==> config.mk <==
export PLATFORM = sky130hd
export DESIGN_NAME = dmem_arbiter
export DESIGN_NICKNAME = d
export VERILOG_FILES = /design/src/rtl/dmem_arbiter.sv
export SDC_FILE = /design/constraint.sdc
export NUM_CORES = 1
export LEC_CHECK = 0
export ABC_AREA = 1
export ABC_CLOCK_PERIOD_IN_PS = 4750
export CAP_MARGIN = 20
export CELL_PAD_IN_SITES_DETAIL_PLACEMENT = 1
export CELL_PAD_IN_SITES_GLOBAL_PLACEMENT = 2
export CORE_UTILIZATION = 37
export CTS_CLUSTER_DIAMETER = 150
export DETAILED_ROUTE_END_ITERATION = 10
export DONT_BUFFER_PORTS = 1
export PLACE_DENSITY = 0.9
export SLEW_MARGIN = 15
export SYNTH_ARGS = -nofsm -noshare
export SYNTH_HDL_FRONTEND = slang
export SYNTH_SLANG_ARGS = --single-unit
export TNS_END_PERCENT = 30
==> constraint.sdc <==
create_clock -name clk -period 4.75 [get_ports clk]
set_clock_uncertainty 0.15 [all_clocks]
set_input_delay 0.95 -clock clk [delete_from_list [all_inputs] [get_ports clk]]
set_output_delay 0.95 -clock clk [all_outputs]
set_load 0.05 [all_outputs]
==> src/rtl/dmem_arbiter.sv <==
// ============================================================================
// Module   : dmem_arbiter
// Brief    : Two-requester (core / debug) arbiter for a single-port data
//            memory. Round-robin on ties, latches the granted request,
//            inserts read-latency wait states and pulses a completion ack.
// Revision : 1.0 - initial release
// ============================================================================
`default_nettype none

module dmem_arbiter #(
    parameter int ADDR_W = 10,
    parameter int DATA_W = 32,
    parameter int RD_LAT = 1      // legal 1..3
) (
    input  logic              clk,
    input  logic              rst_n,
    // core load/store path
    input  logic              i_core_req,
    input  logic              i_core_we,
    input  logic [ADDR_W-1:0] i_core_addr,
    input  logic [DATA_W-1:0] i_core_wdata,
    output logic [DATA_W-1:0] o_core_rdata,
    output logic              o_core_ack,
    output logic              o_core_stall,
    // debug/loader path
    input  logic              i_dbg_req,
    input  logic              i_dbg_we,
    input  logic [ADDR_W-1:0] i_dbg_addr,
    input  logic [DATA_W-1:0] i_dbg_wdata,
    output logic [DATA_W-1:0] o_dbg_rdata,
    output logic              o_dbg_ack,
    // memory side
    output logic              o_dmem_enable,
    output logic              o_dmem_write_enable,
    output logic [ADDR_W-1:0] o_dmem_addr,
    output logic [DATA_W-1:0] o_dmem_wdata,
    input  logic [DATA_W-1:0] i_dmem_rdata
);

    // Wait counter preload: the last WAIT cycle is the one where it reads 0.
    localparam logic [1:0] c_WAIT_INIT = 2'(RD_LAT - 1);

    typedef enum logic [1:0] {
        S_IDLE  = 2'd0,
        S_ISSUE = 2'd1,
        S_WAIT  = 2'd2,
        S_DONE  = 2'd3
    } state_t;

    state_t            r_state;
    state_t            w_state_nxt;
    logic              w_grant_valid;
    logic              w_grant_dbg;

    logic              r_last_dbg;   // 1 = debug port was granted last
    logic              r_gnt_dbg;    // requester owning the access in flight
    logic              r_we;
    logic [ADDR_W-1:0] r_addr;
    logic [DATA_W-1:0] r_wdata;
    logic [1:0]        r_wait_cnt;
    logic [DATA_W-1:0] r_core_rdata;
    logic [DATA_W-1:0] r_dbg_rdata;

    // State register; reset aborts any access in flight without an ack.
    always_ff @(posedge clk or negedge rst_n) begin
        if (!rst_n) begin
            r_state <= S_IDLE;
        end else begin
            r_state <= w_state_nxt;
        end
    end

    // Next-state and round-robin grant decision.
    always_comb begin
        w_state_nxt   = r_state;
        w_grant_valid = 1'b0;
        w_grant_dbg   = 1'b0;
        case (r_state)
            S_IDLE: begin
                w_grant_valid = i_core_req | i_dbg_req;
                // On a tie the requester not served last wins.
                if (i_core_req && i_dbg_req) begin
                    w_grant_dbg = ~r_last_dbg;
                end else begin
                    w_grant_dbg = i_dbg_req;
                end
                if (w_grant_valid) begin
                    w_state_nxt = S_ISSUE;
                end
            end
            S_ISSUE: begin
                w_state_nxt = r_we ? S_DONE : S_WAIT;
            end
            S_WAIT: begin
                if (r_wait_cnt == 2'd0) begin
                    w_state_nxt = S_DONE;
                end
            end
            S_DONE: begin
                w_state_nxt = S_IDLE;
            end
            default: begin
                w_state_nxt = S_IDLE;
            end
        endcase
    end

    // Grant capture, wait counting and per-requester read data holding.
    always_ff @(posedge clk or negedge rst_n) begin
        if (!rst_n) begin
            r_last_dbg   <= 1'b1;
            r_gnt_dbg    <= 1'b0;
            r_we         <= 1'b0;
            r_addr       <= '0;
            r_wdata      <= '0;
            r_wait_cnt   <= 2'd0;
            r_core_rdata <= '0;
            r_dbg_rdata  <= '0;
        end else begin
            case (r_state)
                S_IDLE: begin
                    if (w_grant_valid) begin
                        r_gnt_dbg  <= w_grant_dbg;
                        r_last_dbg <= w_grant_dbg;
                        r_we       <= w_grant_dbg ? i_dbg_we    : i_core_we;
                        r_addr     <= w_grant_dbg ? i_dbg_addr  : i_core_addr;
                        r_wdata    <= w_grant_dbg ? i_dbg_wdata : i_core_wdata;
                    end
                end
                S_ISSUE: begin
                    r_wait_cnt <= c_WAIT_INIT;
                end
                S_WAIT: begin
                    r_wait_cnt <= r_wait_cnt - 2'd1;
                    if (r_wait_cnt == 2'd0) begin
                        if (r_gnt_dbg) begin
                            r_dbg_rdata <= i_dmem_rdata;
                        end else begin
                            r_core_rdata <= i_dmem_rdata;
                        end
                    end
                end
                default: begin
                end
            endcase
        end
    end

    // Memory strobes and acks decode from registered state only.
    assign o_dmem_enable       = (r_state == S_ISSUE);
    assign o_dmem_write_enable = (r_state == S_ISSUE) & r_we;
    assign o_dmem_addr         = r_addr;
    assign o_dmem_wdata        = r_wdata;

    assign o_core_ack   = (r_state == S_DONE) & ~r_gnt_dbg;
    assign o_dbg_ack    = (r_state == S_DONE) &  r_gnt_dbg;
    assign o_core_rdata = r_core_rdata;
    assign o_dbg_rdata  = r_dbg_rdata;
    assign o_core_stall = i_core_req & ~o_core_ack;

endmodule

`default_nettype wire
==> results of run 1 <==
==> flip-flops by register name, indices dropped and copies added, names as in the netlist <==
name,flops
r_we,1
r_wait_cnt,2
r_gnt_dbg,1
o_dmem_wdata,32
o_dmem_addr,10
r_last_dbg,1
r_state,2
o_dbg_rdata,32
o_core_rdata,32
==> cell families (layout without fill, tap and decap cells) <==
kind of cell / count (synthesis) / after routing
and+or+nand+nor: 305 / 305
buffers and inverters: 163 / 165
AOI/OAI and AO/OA: 69 / 69
adders and majority gates: 5 / 5
DFF: 113 / 113
==> per-layer routing <==
metal,part of all wire,track usage,up-vias,wire [µm]
met3,0.056,0.05404,16,787
met5,0,0,-,0
met4,0.015,0.07022,0,209
li1,-,-,1972,-
met2,0.52,0.3482,132,7285
met1,0.41,0.2325,1998,5758
==> synthesized netlist by cell type, types with 2 or more instances <==
master / instances
nand2_1: 207
inv_1: 128
dfrtp_1: 112
nand3_1: 89
o21ai_0: 42
o21ai_1: 25
buf_2: 24
buf_6: 6
ha_1: 5
inv_2: 3
nor2_1: 3
clkbuf_2: 2
nand3_4: 2
==> metrics by stage <==
stage,util,worst slack (ps),hold WS (ps),std cells
6_report,0.4235,1618,86.40,837
3_3_place_gp,0.3814,1992,322.9,805
5_1_grt,0.4235,1532,62.73,837
3_5_place_dp,0.3814,1977,340.9,805
4_1_cts,0.4235,1587,66.05,837
2_1_floorplan,-,1942,299.9,655
==> layout make-up <==
class                   count  area, µm²  share of cell area
clock buffers              20      446.7             0.07628
clock inverters            12      135.1             0.02308
inverters                 131      491.7             0.08397
multi-input cells         379       1713              0.2925
flip-flops and latches    113       2829              0.4831
well taps                 180      225.2             0.03846
repair buffers              2      15.01            0.002564
==> worst max-delay path, delay by kind of cell (launching register included) <==
kind,cells,cell delay [ps]
AND/OR/NAND/NOR,2,720
flip-flops,1,420
buffers and inverters,2,240
adder cells (fa/ha/maj),1,230
==> final timing paths <==
| path | start | endpoint | slack [ps] |
|---|---|---|---|
| max in group asynchronous | rst_n | r_last_dbg$_DFFE_PN1P_ | 4130 |
| min in group clk | r_last_dbg$_DFFE_PN1P_ | r_last_dbg$_DFFE_PN1P_ | 340 |
| min | rst_n | o_dbg_rdata[17]$_DFFE_PN0P_ | 90 |
| max reg2reg | r_state[0]$_DFFE_PN0P_ | o_dmem_addr[4]$_DFFE_PN0P_ | 2130 |
| max | r_state[0]$_DFFE_PN0P_ | o_core_stall | 1620 |
| min reg2reg | r_last_dbg$_DFFE_PN1P_ | r_last_dbg$_DFFE_PN1P_ | 340 |
==> results.yml, run 1 <==
run_status:
  status: "completed"
synth:
  syn_area_per_cell_um2: 7.987
  synthSimpleGateAreaFrac: 0.2492
  synth-xor-area-share: 0
  syn_area_mm2: 0.005231
  postSynthCellCount: 655
  synth_flop_cell: "dfrtp_1"
  synth-seq-area-share: 0.5408
  yosysTopAreaCellShare: 0.5358
  ys_warn_count: 0
  synth_compound_area_frac: 0.06625
  synthMuxAreaShare: 0
  synth_top_family_by_area: "simple AND/OR/NAND/NOR gates"
  synth_area_leaders: "dfrtp_1 (54%), nand2_1 (15%), inv_1 (9.2%)"
  synth_edf_count: 0
  synth_top_cell_by_area: "dfrtp_1"
  syn-num-nets: 782
  synthAdderAreaFrac: 0.01196
  ys_ff_latch: 113
  yosysUniqueCellTypes: 20
  synth-async-reset-ratio: 1.000
die:
  rows: 43
  die-area_mm2: 0.01462
  ioPinCount: 233
  initial_utilization: 0.3783
  die_height_um: 120.9
  core_area_mm2: 0.01383
  dieWidth_um: 120.9
finish:
  nNetsFinal: 771
  fin_area_mm2: 0.005856
  area_delta_synth_final_pct: 11.94
  layout_commonest_cell: "nand2_1"
  antenna_cells: 0
  layout_common_cells: "nand2_1 (207), inv_1 (128), dfrtp_1 (112), nand3_1 (89), o21ai_0 (42)"
  fill_cells: 1669
  layout-drive-gt1-share: 0.06393
worst_hold_path:
  worstHoldPathType: "in -> async"
route:
  drt_iter0_drc: 189
  avgRoutedWirePerCell_um: 16.77
  dr.pass1.iters: 4
  vias_per_cell: 4.920
  ant_nets: 0
  drc_errors: 0
  wl_um: 14040
  dr_total_vias: 4118
global_route:
  antenna_found_initial: 0
  grt_first_pass_wirelength_um: 22670
  grt_pass1_vias: 4483
  grt_max_degree: 114
  grt_util_all_layers: 0.1989
  grt_overflow_total: 0
clock_tree:
  h-tree-depth: 4
  clk_pin_slew_ps: 60
  ctsHoldBuffers: 0
  cts_resized: 0
  post-cts-setup-buffer-count: 0
  clk_latency_ps: 400
  cts_tree: "done"
  clock_path_buffers: 2
  cts-root-buf: "clkbuf_16"
  clock_sinks: 113
  cts_inserted_buffers: 17
worst_setup_path:
  crit_path_frequent_cell: "nor2_1"
  cp.required_ps: 3650
  startpoint_type: "register"
  slowest_delay_ps: 690
  arrival_ps: 2030
  cp_cell_sequence: "ha_1 -> inv_1 -> nor2_1 -> buf_4 -> nor2_1"
  worstSetupEndpointType: "primary output"
  critPathMaxFanout: 5
  critPathKind: "reg -> out"
  cp_slowest_cell: "nor2_1"
  worst-r2r-cell-count: 8
sta:
  slew_headroom: 0.3773
  fmax_mhz: 319.3
  tns_ps: 0
  rsz0062_at_grt: "no"
  fin_crit_ps: 3132
  setup_viol: 0
  tightest_slew_ps: 930.8
  maxSlewViolCount: 0
  fin_crit_sh: 0.6593
  hold_violations: 0
place:
  placement.cell_area_mm2: 0.005274
  dp_hpwl_um: 9368
  place_congestion: 0.7710
  port_buffers: 0
flow_run:
  maxCapViolCount: 0
Power of run 1 is left out: the tool's default activity adds up to more than one toggle a clock period on the data nets, which glitch-free logic cannot reach.
==> inputs of run 2 (changes only) <==
Settings changed: ABC_CLOCK_PERIOD_IN_PS 4750 to 3200, CORE_UTILIZATION 37 to 34, PLACE_DENSITY 0.9 to 0.84.
Clock period 4.75 ns to 3.2 ns, I/O delays scaled along.
==> results.yml, run 2 (synthesis gave the netlist of run 1 again) <==
worst_setup_path:
  rrSetupSlack_ps: 1010
  path_delay_family: "buffers and inverters"
  cp.depth: 5
  worst-r2r-cell-count: 4
  startpoint_type: "register"
  crit_path_frequent_cell: "inv_1"
  critPathKind: "reg -> out"
  cp_cell_sequence: "inv_1 -> ha_1 -> buf_4 -> nand2_1 -> inv_1"
  cp_num_buf_inv: 3
  worstSetupEndpointType: "primary output"
  cp_slowest_cell: "dfrtp_1"
  critPathMaxFanout: 5
  slowest_delay_ps: 430
  arrival_ps: 1750
  cp.required_ps: 2410
  r2r_start: "r_state[0]$_DFFE_PN0P_"
  r2r_end: "o_dbg_rdata[29]$_DFFE_PN0P_"
finish:
  layout_common_cells: "nand2_1 (207), inv_1 (128), dfrtp_1 (112), nand3_1 (89), o21ai_0 (42)"
  fill_cells: 1792
  area_delta_synth_final_pct: 13.56
  layout_commonest_cell: "nand2_1"
  antenna_cells: 0
  nNetsFinal: 775
  layout-drive-gt1-share: 0.07110
place:
  dp_hpwl_um: 9606
  place_congestion: 0.7357
  port_buffers: 0
  pre_cts_ws_ps: 1016
sta:
  rsz0062_at_grt: "no"
  fmax_mhz: 394.3
  maxSlewViolCount: 0
  fin_crit_ps: 2536
  finalWorstSetupSlack_ps: 663.8
  tns_ps: 0
  fin_crit_sh: 0.7926
  fin_hold_ws_ps: -225.9
  tightest_slew_ps: 793.3
  setup_viol: 0
  hold_violations: 113
  slew_headroom: 0.4703
die:
  die-area_mm2: 0.01589
  initial_utilization: 0.3546
  dieWidth_um: 126.0
  ioPinCount: 233
  rows: 44
  die_height_um: 126.0
  core_area_mm2: 0.01475
global_route:
  globalRouteMet3Util: 0.04715
  antenna_found_initial: 0
  use_met1: 0.2185
  grt_overflow_total: 0
  grt_pass1_vias: 4403
  use_met2: 0.3315
  grt_first_pass_wirelength_um: 23490
  grt_max_degree: 114
  grt_util_all_layers: 0.1883
  grt_busiest_layer: "met2"
clock_tree:
  post-cts-setup-buffer-count: 0
  cts_inserted_buffers: 17
  cts_tree: "done"
  clock_path_buffers: 2
  clk_latency_ps: 410
  h-tree-depth: 4
  cts_resized: 0
  clk_pin_slew_ps: 60
  clock_sinks: 113
  cts-root-buf: "clkbuf_16"
route:
  dr_total_vias: 4122
  avgRoutedWirePerCell_um: 16.79
  drt_iter0_drc: 293
  dr.pass1.iters: 4
  ant_nets: 0
  wl_um: 14190
  vias_per_cell: 4.878
  drc_errors: 0
flow_run:
  maxCapViolCount: 0
run_status:
  violations: "negative hold slack"
  status: "finished with violations"
worst_hold_path:
  worstHoldPathType: "in -> async"
run 2: changes by cell type in the layout (fill, tap and decap cells not counted), sizes merged:
cell | previous run | this run
clkbuf | 20 | 18
buf | 2 | 6
inv | 132 | 135
bufinv | 2 | 4
clkinvlp | 4 | 1
run 2: area by class of cell:
| type | count | area (µm²) | area share |
|---|---|---|---|
| Timing Repair Buffer | 6 | 45.04 | 0.007582 |
| Sequential cell | 113 | 2829 | 0.4762 |
| Clock inverter | 14 | 202.7 | 0.03412 |
| Tap cell | 184 | 230.2 | 0.03875 |
| Inverter | 131 | 491.7 | 0.08277 |
| Clock buffer | 18 | 429.2 | 0.07224 |
| Multi-Input combinational cell | 379 | 1713 | 0.2883 |
run 2: routing by layer:
metal	wire length [µm]	up-vias
met4	234	0
met5	0	-
met2	7581	134
met1	5689	1998
met3	682	15
li1	-	1975
run 2: how the worst max path moves through the flow:
stage                           startpoint                          end  slack (ps)
finish              r_state[1]$_DFFE_PN0P_          o_dmem_write_enable         660
CTS                 r_state[1]$_DFFE_PN0P_          o_dmem_write_enable         630
detailed placement  r_state[0]$_DFFE_PN0P_  o_dbg_rdata[17]$_DFFE_PN0P_        1020
global route        r_state[1]$_DFFE_PN0P_          o_dmem_write_enable         550
global placement    r_state[1]$_DFFE_PN0P_          o_dmem_write_enable        1140
floorplan           r_state[0]$_DFFE_PN0P_                 o_core_stall         700
run 2: metrics by stage:
stage | util | hold WS [ps] | std cells | area, µm²
after global placement | 0.3598 | 196.6 | 813 | 5309
after floorplan | - | 194.4 | 655 | 5231
after detailed placement | 0.3598 | 196.8 | 813 | 5309
after CTS | 0.4026 | -249.2 | 845 | 5941
after global routing | 0.4026 | -247.4 | 845 | 5941
final | 0.4026 | -225.9 | 845 | 5941
Power of run 2 is left out for the same reason.
==> inputs of run 3 (changes only) <==
Settings changed: ABC_CLOCK_PERIOD_IN_PS 3200 to 2600.
Clock period 3.2 ns to 2.6 ns, I/O delays scaled along.
==> results.yml, run 3 (synthesis gave the netlist of run 1 again) <==
route:
  wl_um: 13990
  dr_total_vias: 4150
  avgRoutedWirePerCell_um: 16.56
  vias_per_cell: 4.911
  drc_errors: 0
  dr.pass1.iters: 4
  drt_iter0_drc: 223
  ant_nets: 0
die:
  dieWidth_um: 126.0
  die-area_mm2: 0.01589
  rows: 44
  initial_utilization: 0.3546
  core_area_mm2: 0.01475
  ioPinCount: 233
  die_height_um: 126.0
sta:
  setup_viol: 0
  fin_crit_ps: 2200
  hold_violations: 113
  maxSlewViolCount: 0
  fin_hold_ws_ps: -335.0
  fmax_mhz: 454.6
  fin_crit_sh: 0.8461
  rsz0062_at_grt: "no"
  slew_headroom: 0.4382
  tns_ps: 0
  tightest_slew_ps: 841.5
clock_tree:
  clock_sinks: 113
  cts-root-buf: "clkbuf_16"
  cts_tree: "done"
  clk_latency_ps: 400
  clock_path_buffers: 2
  clk_pin_slew_ps: 60
  cts_inserted_buffers: 17
  h-tree-depth: 4
worst_setup_path:
  arrival_ps: 1530
  cp.required_ps: 1930
  critPathMaxFanout: 5
  worstSetupEndpointType: "primary output"
  startpoint_type: "register"
  critPathKind: "reg -> out"
global_route:
  grt_overflow_total: 0
  grt_pass1_vias: 4382
  grt_first_pass_wirelength_um: 22770
  antenna_found_initial: 0
  grt_util_all_layers: 0.1806
  grt_max_degree: 114
finish:
  layout_commonest_cell: "nand2_1"
  layout-drive-gt1-share: 0.07262
  antenna_cells: 0
  layout_common_cells: "nand2_1 (207), inv_1 (128), dfrtp_1 (112), nand3_1 (89), o21ai_0 (42)"
  nNetsFinal: 776
  area_delta_synth_final_pct: 12.70
place:
  port_buffers: 0
  dp_hpwl_um: 9547
  place_congestion: 0.7428
run_status:
  status: "finished with violations"
  violations: "negative hold slack"
worst_hold_path:
  worstHoldPathType: "in -> async"
flow_run:
  maxCapViolCount: 0
==> run 3: changes by cell type in the layout (fill, tap and decap cells not counted) <==
cell,before,now
buf_4,6,7
bufinv_16,4,2
clkbuf_1,1,0
clkbuf_8,0,1
clkinv_2,1,3
clkinvlp_4,1,4
inv_6,4,0
==> run 3: timing repair <==
action                    CTS  global route
resized for setup           0             0
buffers inserted            0             0
hold endpoints to repair  113           113
==> run 3: final cells by class <==
cell class | count | area (µm²)
clock inverter | 13 | 140.1
fill | 1777 | 8859
inverter | 131 | 491.7
clock buffer | 18 | 439.2
multi-input combinational | 379 | 1713
sequential | 113 | 2829
timing repair buffer | 7 | 52.55
tap | 184 | 230.2
==> run 3: through the flow <==
| stage | area (µm²) | cells | setup slack [ps] | util | hold slack, ps |
|---|---|---|---|---|---|
| after floorplan | 5231 | 655 | 221.8 | - | 74.41 |
| after detailed placement | 5316 | 814 | 424.9 | 0.3603 | 76.91 |
| final | 5896 | 845 | 400.2 | 0.3996 | -335.0 |
| after global placement | 5316 | 814 | 515.6 | 0.3603 | 77.00 |
| after CTS | 5896 | 845 | 351.3 | 0.3996 | -356.5 |
| after global routing | 5896 | 845 | 219.5 | 0.3996 | -358.1 |
==> run 3: critical path, cell delays in order, from the launching register on <==
cell and delay (ps):
dfrtp_1 420, ha_1 190, inv_1 40, nor2_1 200
nor2_1 80, buf_4 190
==> run 3: path summary, 6_finish.rpt <==
path                                        start                           end  depth (start not counted)  slack [ps]
max                        r_state[0]$_DFFE_PN0P_                  o_core_stall                          5         400
min                                         rst_n  o_dmem_wdata[22]$_DFFE_PN0P_                          0        -340
max reg2reg                r_state[0]$_DFFE_PN0P_  o_dmem_wdata[20]$_DFFE_PN0P_                          8         430
min reg2reg                r_last_dbg$_DFFE_PN1P_        r_last_dbg$_DFFE_PN1P_                          2         320
max in group asynchronous                   rst_n        r_last_dbg$_DFFE_PN1P_                          0        2420
min in group clk                 i_dmem_rdata[16]   o_dbg_rdata[16]$_DFFE_PN0P_                          2         120
==> run 3: layer usage <==
metal / global-route usage / up-vias / part of all wire
met4: 0.06024 / 0 / 0.014
met5: 0 / - / 0
met3: 0.04630 / 15 / 0.055
li1: - / 1973 / -
met2: 0.3227 / 133 / 0.53
met1: 0.2096 / 2029 / 0.40
Power of run 3 is left out for the same reason.
